$ cat config.mk
export PLATFORM = sky130hd
export DESIGN_NAME = pwm_duty_meter_flat
export DESIGN_NICKNAME = d
export VERILOG_FILES = /design/src/rtl/pwm_meas_pkg.sv /design/src/rtl/pwm_duty_meter_if.sv /design/src/rtl/pwm_edge_detect.sv /design/src/rtl/pwm_duty_meter.sv /design/src/flat_wrapper.sv
export SDC_FILE = /design/constraint.sdc
export NUM_CORES = 1
export LEC_CHECK = 0
export ABC_AREA = 1
export BUFFER_PORTS_ARGS = -buffer_cell sky130_fd_sc_hd__buf_4
export CAP_MARGIN = 20
export CORE_UTILIZATION = 59
export CTS_BUF_LIST = sky130_fd_sc_hd__clkbuf_4 sky130_fd_sc_hd__clkbuf_8 sky130_fd_sc_hd__clkbuf_16
export CTS_CLUSTER_DIAMETER = 150
export DETAILED_ROUTE_END_ITERATION = 7
export GPL_ROUTABILITY_DRIVEN = 1
export PLACE_DENSITY = 0.91
export SETUP_SLACK_MARGIN = 0.15
export SKIP_LAST_GASP = 1
export SYNTH_ARGS = -nofsm -noshare
export SYNTH_HDL_FRONTEND = slang
export SYNTH_SLANG_ARGS = --single-unit
$ cat constraint.sdc
create_clock -name clock -period 1.71 [get_ports clock]
set_input_delay 0 -clock clock [delete_from_list [all_inputs] [get_ports clock]]
set_output_delay 0 -clock clock [all_outputs]
set_load 0.01 [all_outputs]
$ cat src/rtl/pwm_meas_pkg.sv
// Shared types and default sizing for the PWM duty/period meter.
package pwm_meas_pkg;

    localparam int DEF_CNT_W   = 8;
    localparam int DEF_TIMEOUT = 255;

    typedef enum logic [1:0] {
        SYNC    = 2'd0,
        MEAS_HI = 2'd1,
        MEAS_LO = 2'd2
    } meas_state_e;

endpackage

$ cat src/rtl/pwm_duty_meter_if.sv
// Control inputs and measurement results of the PWM duty meter.
interface pwm_duty_meter_if
    import pwm_meas_pkg::*;
#(
    parameter int CNT_W = DEF_CNT_W
);

    logic             enable;
    logic             pwm_in;
    logic [CNT_W-1:0] high_time;
    logic [CNT_W-1:0] period;
    logic             valid;
    logic             stuck;
    logic             stuck_level;

    modport master (
        output enable,
        output pwm_in,
        input  high_time,
        input  period,
        input  valid,
        input  stuck,
        input  stuck_level
    );

    modport slave (
        input  enable,
        input  pwm_in,
        output high_time,
        output period,
        output valid,
        output stuck,
        output stuck_level
    );

endinterface

$ cat src/rtl/pwm_edge_detect.sv
// Two-flop sampler of the PWM line with registered-level rise/fall decode.
module pwm_edge_detect (
    input  logic clock,
    input  logic reset,
    input  logic pwm_i,
    output logic pwm_q_o,
    output logic rise_o,
    output logic fall_o
);

    logic pwm_q;
    logic pwm_qq;

    // Sampling continues regardless of the meter's enable.
    always_ff @(posedge clock) begin
        if (reset) begin
            pwm_q  <= 1'b0;
            pwm_qq <= 1'b0;
        end else begin
            pwm_q  <= pwm_i;
            pwm_qq <= pwm_q;
        end
    end

    assign pwm_q_o = pwm_q;
    assign rise_o  = pwm_q & ~pwm_qq;
    assign fall_o  = ~pwm_q & pwm_qq;

endmodule

$ cat src/rtl/pwm_duty_meter.sv
// Measures high time and period of each PWM cycle and flags a stuck line.
module pwm_duty_meter
    import pwm_meas_pkg::*;
#(
    parameter int CNT_W   = DEF_CNT_W,
    parameter int TIMEOUT = DEF_TIMEOUT
) (
    input  logic            clock,
    input  logic            reset,
    pwm_duty_meter_if.slave bus
);

    localparam logic [CNT_W-1:0] ONE    = CNT_W'(1);
    localparam logic [CNT_W-1:0] TO_V   = CNT_W'(TIMEOUT);
    localparam logic [CNT_W-1:0] TO_M1  = CNT_W'(TIMEOUT - 1);

    logic pwm_q;
    logic rise;
    logic fall;

    meas_state_e      state_q;
    logic [CNT_W-1:0] hi_cnt_q;
    logic [CNT_W-1:0] per_cnt_q;
    logic [CNT_W-1:0] idle_cnt_q;
    logic [CNT_W-1:0] high_time_q;
    logic [CNT_W-1:0] period_q;
    logic             valid_q;
    logic             stuck_q;
    logic             stuck_level_q;

    pwm_edge_detect u_edge (
        .clock   (clock),
        .reset   (reset),
        .pwm_i   (bus.pwm_in),
        .pwm_q_o (pwm_q),
        .rise_o  (rise),
        .fall_o  (fall)
    );

    always_ff @(posedge clock) begin
        if (reset) begin
            state_q       <= SYNC;
            hi_cnt_q      <= '0;
            per_cnt_q     <= '0;
            idle_cnt_q    <= '0;
            high_time_q   <= '0;
            period_q      <= '0;
            valid_q       <= 1'b0;
            stuck_q       <= 1'b0;
            stuck_level_q <= 1'b0;
        end else if (!bus.enable) begin
            state_q    <= SYNC;
            hi_cnt_q   <= '0;
            per_cnt_q  <= '0;
            idle_cnt_q <= '0;
            valid_q    <= 1'b0;
        end else begin
            valid_q <= 1'b0;
            case (state_q)
                SYNC: begin
                    if (rise) begin
                        state_q    <= MEAS_HI;
                        hi_cnt_q   <= ONE;
                        per_cnt_q  <= ONE;
                        idle_cnt_q <= '0;
                        stuck_q    <= 1'b0;
                    end else if (!stuck_q) begin
                        // Idle watchdog only arms while no stuck condition is latched.
                        if (idle_cnt_q == TO_M1) begin
                            stuck_q       <= 1'b1;
                            stuck_level_q <= pwm_q;
                            idle_cnt_q    <= '0;
                        end else begin
                            idle_cnt_q <= idle_cnt_q + ONE;
                        end
                    end
                end
                MEAS_HI, MEAS_LO: begin
                    if (per_cnt_q == TO_V && !rise) begin
                        stuck_q       <= 1'b1;
                        stuck_level_q <= pwm_q;
                        state_q       <= SYNC;
                        hi_cnt_q      <= '0;
                        per_cnt_q     <= '0;
                        idle_cnt_q    <= '0;
                    end else if (state_q == MEAS_HI) begin
                        per_cnt_q <= per_cnt_q + ONE;
                        if (fall) begin
                            state_q <= MEAS_LO;
                        end else begin
                            hi_cnt_q <= hi_cnt_q + ONE;
                        end
                    end else if (rise) begin
                        high_time_q <= hi_cnt_q;
                        period_q    <= per_cnt_q;
                        valid_q     <= 1'b1;
                        stuck_q     <= 1'b0;
                        hi_cnt_q    <= ONE;
                        per_cnt_q   <= ONE;
                        state_q     <= MEAS_HI;
                    end else begin
                        per_cnt_q <= per_cnt_q + ONE;
                    end
                end
                default: begin
                    state_q   <= SYNC;
                    hi_cnt_q  <= '0;
                    per_cnt_q <= '0;
                end
            endcase
        end
    end

    assign bus.high_time   = high_time_q;
    assign bus.period      = period_q;
    assign bus.valid       = valid_q;
    assign bus.stuck       = stuck_q;
    assign bus.stuck_level = stuck_level_q;

endmodule

$ cat src/flat_wrapper.sv
// flat-port wrapper written by rule: the top's interface ports become plain ports
module pwm_duty_meter_flat import pwm_meas_pkg::*;
#(
    parameter int CNT_W   = DEF_CNT_W,
    parameter int TIMEOUT = DEF_TIMEOUT
)
  (clock, reset, bus_enable, bus_pwm_in, bus_high_time, bus_period, bus_valid, bus_stuck, bus_stuck_level);
  pwm_duty_meter_if #(.CNT_W(CNT_W)) bus_i ();
  input  logic clock;
  input  logic reset;
  input wire logic [$bits(bus_i.enable)-1:0] bus_enable;
  input wire logic [$bits(bus_i.pwm_in)-1:0] bus_pwm_in;
  output wire logic [$bits(bus_i.high_time)-1:0] bus_high_time;
  output wire logic [$bits(bus_i.period)-1:0] bus_period;
  output wire logic [$bits(bus_i.valid)-1:0] bus_valid;
  output wire logic [$bits(bus_i.stuck)-1:0] bus_stuck;
  output wire logic [$bits(bus_i.stuck_level)-1:0] bus_stuck_level;
  assign bus_i.enable = bus_enable;
  assign bus_i.pwm_in = bus_pwm_in;
  assign bus_high_time = bus_i.high_time;
  assign bus_period = bus_i.period;
  assign bus_valid = bus_i.valid;
  assign bus_stuck = bus_i.stuck;
  assign bus_stuck_level = bus_i.stuck_level;
  pwm_duty_meter #(.CNT_W(CNT_W), .TIMEOUT(TIMEOUT)) u_core (.clock(clock), .reset(reset), .bus(bus_i));
endmodule
Word level (Yosys, flattened, before mapping)
Cells that the tools add are included.

word-level totals
  register bits = 47
  input port bits = 4
  output and inout bits = 19

cells by class
  add/sub/neg operators = 3
  eq/ne operators = 14
  multiplexer cells = 33
  bitwise operators = 8
  reductions and logical operators = 11

operators with widths
  kind                   count
  $mux W8                12
  $pmux W8 S2            3
  $add A8 B1 Y8 const B  3
  $eq A8 B8 Y1 const B   2
  $mux W1                11
  $mux W2                4
  $ne A2 B1 Y1 const B   3
  $ne A3 B2 Y1 const B   2
  $not A1 Y1             6
  $reduce_and A6 Y1      1
  $reduce_and A5 Y1      1
  $reduce_or A5 Y1       1
  $ne A2 B2 Y1 const B   2
  $ne A4 B2 Y1 const B   1
  $ne A4 B4 Y1 const B   1
  $pmux W1 S2            2
  $pmux W2 S2            1
  $reduce_and A4 Y1      1
  $reduce_or A2 Y1       2
  $ne A3 B1 Y1 const B   1
  $reduce_and A3 Y1      1
  $and A1 B1 Y1          2
  $eq A2 B1 Y1 const B   1
  $eq A2 B2 Y1 const B   1
  4 further kinds        4

Depth between registers and ports, before layout
  word-level depth = 6
  gate-level depth with buffers = 11
  gate-level depth less buffers = 11

By module
A second synthesis with hierarchy kept.

unflattened totals
  cells, all modules = 368
  area, all modules = 2,503.7 um^2

by module, submodules not included
  module           times used  cells each  area each (um^2)  sequential area each (um^2)
  pwm_duty_meter   1           359         2,437.3           900.9
  pwm_edge_detect  1           9           66.3              40.0

Worst setup path before layout
Ideal clock, no wire load.

  path type = reg2reg
  from = register u_core.state_q[1]
  to = register u_core.period_q[1], in the netlist u_core.bus.period[1]
  library setup time = 0.116 ns
  arrival = 1.467 ns
  data required time = 1.594 ns
  path slack = 0.127 ns
  stages on the path, launching flop included = 11
  buffers on the path = 2
  cell sequence = dfxtp_1 -> inv_1 -> ha_1 -> clkbuf_2 -> inv_1 -> nand2_2 -> inv_2 -> nand3_2 -> clkbuf_2 -> o21ai_0 -> nor2_1

on the way
  word-level cells in the longest chain between the ends = 3

RTL lines
  element                                         RTL line                                    source
  from (decl)                                     pwm_duty_meter.sv:21                        meas_state_e state_q;
  from (signal assigned)                          pwm_duty_meter.sv:42                        state_q <= SYNC;
  from (signal assigned)                          pwm_duty_meter.sv:52                        state_q <= SYNC;
  from (signal assigned)                          pwm_duty_meter.sv:62                        state_q <= MEAS_HI;
  $eq A2 B2 Y1 or $eq A2 B1 Y1 (tied branches)    pwm_duty_meter.sv:59, pwm_duty_meter.sv:86
  $reduce_or A2 Y1 or $not A1 Y1 (tied branches)  --
  $reduce_and A5 Y1 (no line) (*)                 --
  to (signal assigned)                            pwm_duty_meter.sv:95                        period_q <= per_cnt_q;
  to (decl)                                       pwm_duty_meter.sv:26                        logic [CNT_W-1:0] period_q;

Mark *: on every way between the ends. The rest lies on a longest branch, timed or not.
A chain may end at the register's enable or synchronous reset.

Final worst setup path
  from = register u_core.per_cnt_q[1]
  to = register u_core.state_q[1]

on the way
  word-level cells in the longest chain between the ends = 4

RTL lines
  element                  RTL line               source
  from (decl)              pwm_duty_meter.sv:23   logic [CNT_W-1:0] per_cnt_q;
  from (signal assigned)   pwm_duty_meter.sv:87   per_cnt_q <= per_cnt_q + ONE;
  from (signal assigned)   pwm_duty_meter.sv:102  per_cnt_q <= per_cnt_q + ONE;
  $eq A8 B8 Y1 (*)         pwm_duty_meter.sv:79   if (per_cnt_q == TO_V && !rise) begin
  $logic_and A1 B1 Y1 (*)  pwm_duty_meter.sv:79
  $mux W2                  pwm_duty_meter.sv:79
  $pmux W2 S2              pwm_duty_meter.sv:59   case (state_q)
  to (signal assigned)     pwm_duty_meter.sv:62
  to (signal assigned)     pwm_duty_meter.sv:82   state_q <= SYNC;
  to (signal assigned)     pwm_duty_meter.sv:89   state_q <= MEAS_LO;

Marked as above.

==> results.toml <==
[die]
core_um2 = 4030
floorplan.rows = 23
die_area_um2 = 4470
pin_count = 23
fp.dieH_um = 66.9
die_w_um = 66.9
start_util = 0.617

[pwr]
power_frac_seq = 0.556
leakagePower_nw = 1.19
vdd_ir_drop_max_v = 0.000396
pwr-share-clk = 0.337
p_total_w = 0.00201
p_comb_frac = 0.107
p_int_w = 0.00147
power.switching_w = 0.000540
p_sw_frac = 0.268
powerDensity_nw_per_um2 = 669

[placement]
port_buffers = 22
placedCellCount = 435
gp_congestion = 0.937
dp_hpwl_um = 3940

[cts]
cts.sinks = 47
path_clk_slew_ns = 0.10
cts_tree = "built"
clk_latency_ns = 0.31
clock_path_buffers = 2
numCtsBuffers = 5
htreeDepth = 2
cts-root-buf = "clkbuf_8"

[sta]
maxSlewViolCount = 0
finalCritPeriodShare = 0.896
worst_hold_slack_ns = 0.0429
finalHoldViolCount = 0
grt_setup_unrepaired = "yes"
finalClockSkew_ns = 0.0115
fmax_ghz = 0.652
worstMarginPinSlew_ns = 0.428
final-setup-viol-count = 0
relSlewSlack = 0.714
fin_crit_ns = 1.53
fin_tns_setup_ns = 0

[grt]
grt_max_degree = 22
grt_pass1_vias = 2111
grt_pass1_wl_um = 9140
grt_usage = 0.268
grt-ovfl-total = 0
antenna_found_initial = 0

[finish]
layout_common_cells = "nand2_1, nor2_1, dfxtp_1, buf_4, o21ai_0"
final_nets = 414
synthToLayoutAreaGrowth_pct = 20.9
layout_commonest_cell = "nand2_1"
fillCellCount = 314
num_antenna_cells = 0
drive_above_1_share = 0.238
fin_cells = 453

[route]
routed_via_density = 5.55
drt_pass1_iterations = 5
drc = 0
drtIter0Drc = 214
ant_nets = 0
detail_route.wl_per_cell_um = 13.1
routed-via-count = 2513
drt-total-wl_um = 5950

[min_path]
worstHoldEndpoint = "u_core.bus.valid"
hold_start = "bus_enable"
hp-class = "input pin to register"
whs_path_depth = 3

[logic_synthesis]
synthTopCellsByArea = "dfxtp_1, nand2_1, nor2_1"
synth_top_area_share = 0.379
synth_area_um2 = 2480
avgSynthCellArea_um2 = 6.88
yosys.area.top_type = "dfxtp_1"
syn_nets = 373
synth_cell_type_count = 32
yosysWarnings = 0
netlist_instances = 361
synth-seq-cells = 47
yosysSeqAreaShare = 0.379

[setup_path]
worstSetupPathType = "register to register"
max_stage_delay_ns = 0.38
r2r_start = "u_core.per_cnt_q[1]"
cp-end-kind = "register"
r2r_cells = 9
crit_arrival_ns = 1.73
required_ns = 1.91
crit_path_top_delay_cell = "dfxtp_2"
rrSetupSlack_ns = 0.18
path_cells = "ha_4, nand2_4, nor2_4, nand3_4, nand2_8, buf_2, o21ai_0, nand3_1, a21oi_1"
critPathMaxFanout = 7
crit_path_start_kind = "register"
r2r-end = "u_core.state_q[1]"

[run]
maxCapViolCount = 0

[outcome]
status = "finished, final reports clean"
layout make-up:
class / instances / area (um^2) / share of cell area
sequential: 47 / 951 / 0.316
clock inverter: 3 / 20.0 / 0.00666
multi-input combinational: 272 / 1440 / 0.478
timing repair buffer: 43 / 342 / 0.114
clock buffer: 5 / 68.8 / 0.0229
tap: 50 / 62.6 / 0.0208
inverter: 33 / 126 / 0.0420
critical path, delay by kind of cell, from the launching register on:
kind	cells	cell delay, ns
and+or+nand+nor	5	0.51
DFF	1	0.38
buffers and inverters	1	0.19
AOI/OAI and AO/OA	2	0.17
adders and majority gates	1	0.16
logic make-up after synthesis:
kind of cell	after synthesis	share of synthesized area
AOI/OAI and AO/OA	82	0.177
xor gates and xnor gates	1	0.00353
adders and majority gates	8	0.0403
buffers and inverters	42	0.0735
DFF	47	0.379
and+or+nand+nor	181	0.327
per-stage QoR:
stage	instance area, um^2	util	setup WS, ns
after global placement	2750	0.682	0.0481
final	3010	0.746	0.177
after CTS	2920	0.724	0.147
after floorplan	2490	-	0.157
after global routing	3010	0.746	0.0664
after detailed placement	2750	0.682	0.00174
cell usage after synthesis (all sizes together):
cell,count
inv,33
a21oi,34
clkbuf,4
o21bai,1
nand3,23
nand4,1
o21ai,45
dfxtp,47
buf,5
xor2,1
ha,8
o22ai,1
a22oi,1
nor2,64
and3,1
or2,2
nor3,2
nand2,88
power groups by stage:
| stage | registers [W] | logic (W) | clock network (W) |
|---|---|---|---|
| detailed placement | 0.00114 | 0.000185 | 0 |
| finish | 0.00112 | 0.000214 | 0.000678 |
| global route | 0.00112 | 0.000236 | 0.000732 |
| global placement | 0.00114 | 0.000183 | 0 |
| floorplan | 0.00115 | 0.000133 | 0 |
| CTS | 0.00112 | 0.000199 | 0.000683 |
metal layers:
metal	global-route usage	vias to the layer above	wire, um
met4	0.104	0	86
li1	-	1251	-
met1	0.312	1151	2520
met2	0.471	99	3010
met5	0	-	0
met3	0.0582	12	328
registers in the layout, summed over array words and instances (netlist names):
| register | cells |
|---|---|
| u_core.bus.high_time | 8 |
| u_core.bus.stuck | 1 |
| u_core.idle_cnt_q | 8 |
| u_core.bus.period | 8 |
| u_core.hi_cnt_q | 8 |
| u_core.bus.valid | 1 |
| u_core.state_q | 2 |
| u_core.per_cnt_q | 8 |
| u_core.u_edge.pwm_qq | 1 |
| u_core.bus.stuck_level | 1 |
| u_core.u_edge.pwm_q_o | 1 |
repair_timing:
| item | CTS | global route |
|---|---|---|
| hold buffers | 2 | 0 |
| setup buffers | 3 | 5 |
| endpoints found under the hold margin | 4 | 0 |
| gates resized for setup | 12 | 18 |
| endpoints found under the setup margin | 39 | 33 |
| cloned | 0 | 0 |
| pin swaps | 2 | 6 |
worst max-delay path by stage:
stage,slack [ns],from,end,cells after the start
6_report,0.18,u_core.per_cnt_q[1],u_core.state_q[1],9
4_1_cts,0.15,u_core.per_cnt_q[0],u_core.idle_cnt_q[4],9
5_1_grt,0.07,u_core.state_q[1],u_core.hi_cnt_q[6],10
3_5_place_dp,0.002,u_core.per_cnt_q[0],u_core.idle_cnt_q[4],9
3_3_place_gp,0.05,u_core.state_q[0],u_core.idle_cnt_q[4],7
2_1_floorplan,0.16,u_core.state_q[1],u_core.bus.period[1],10
(Power assumes the default switching activity.)
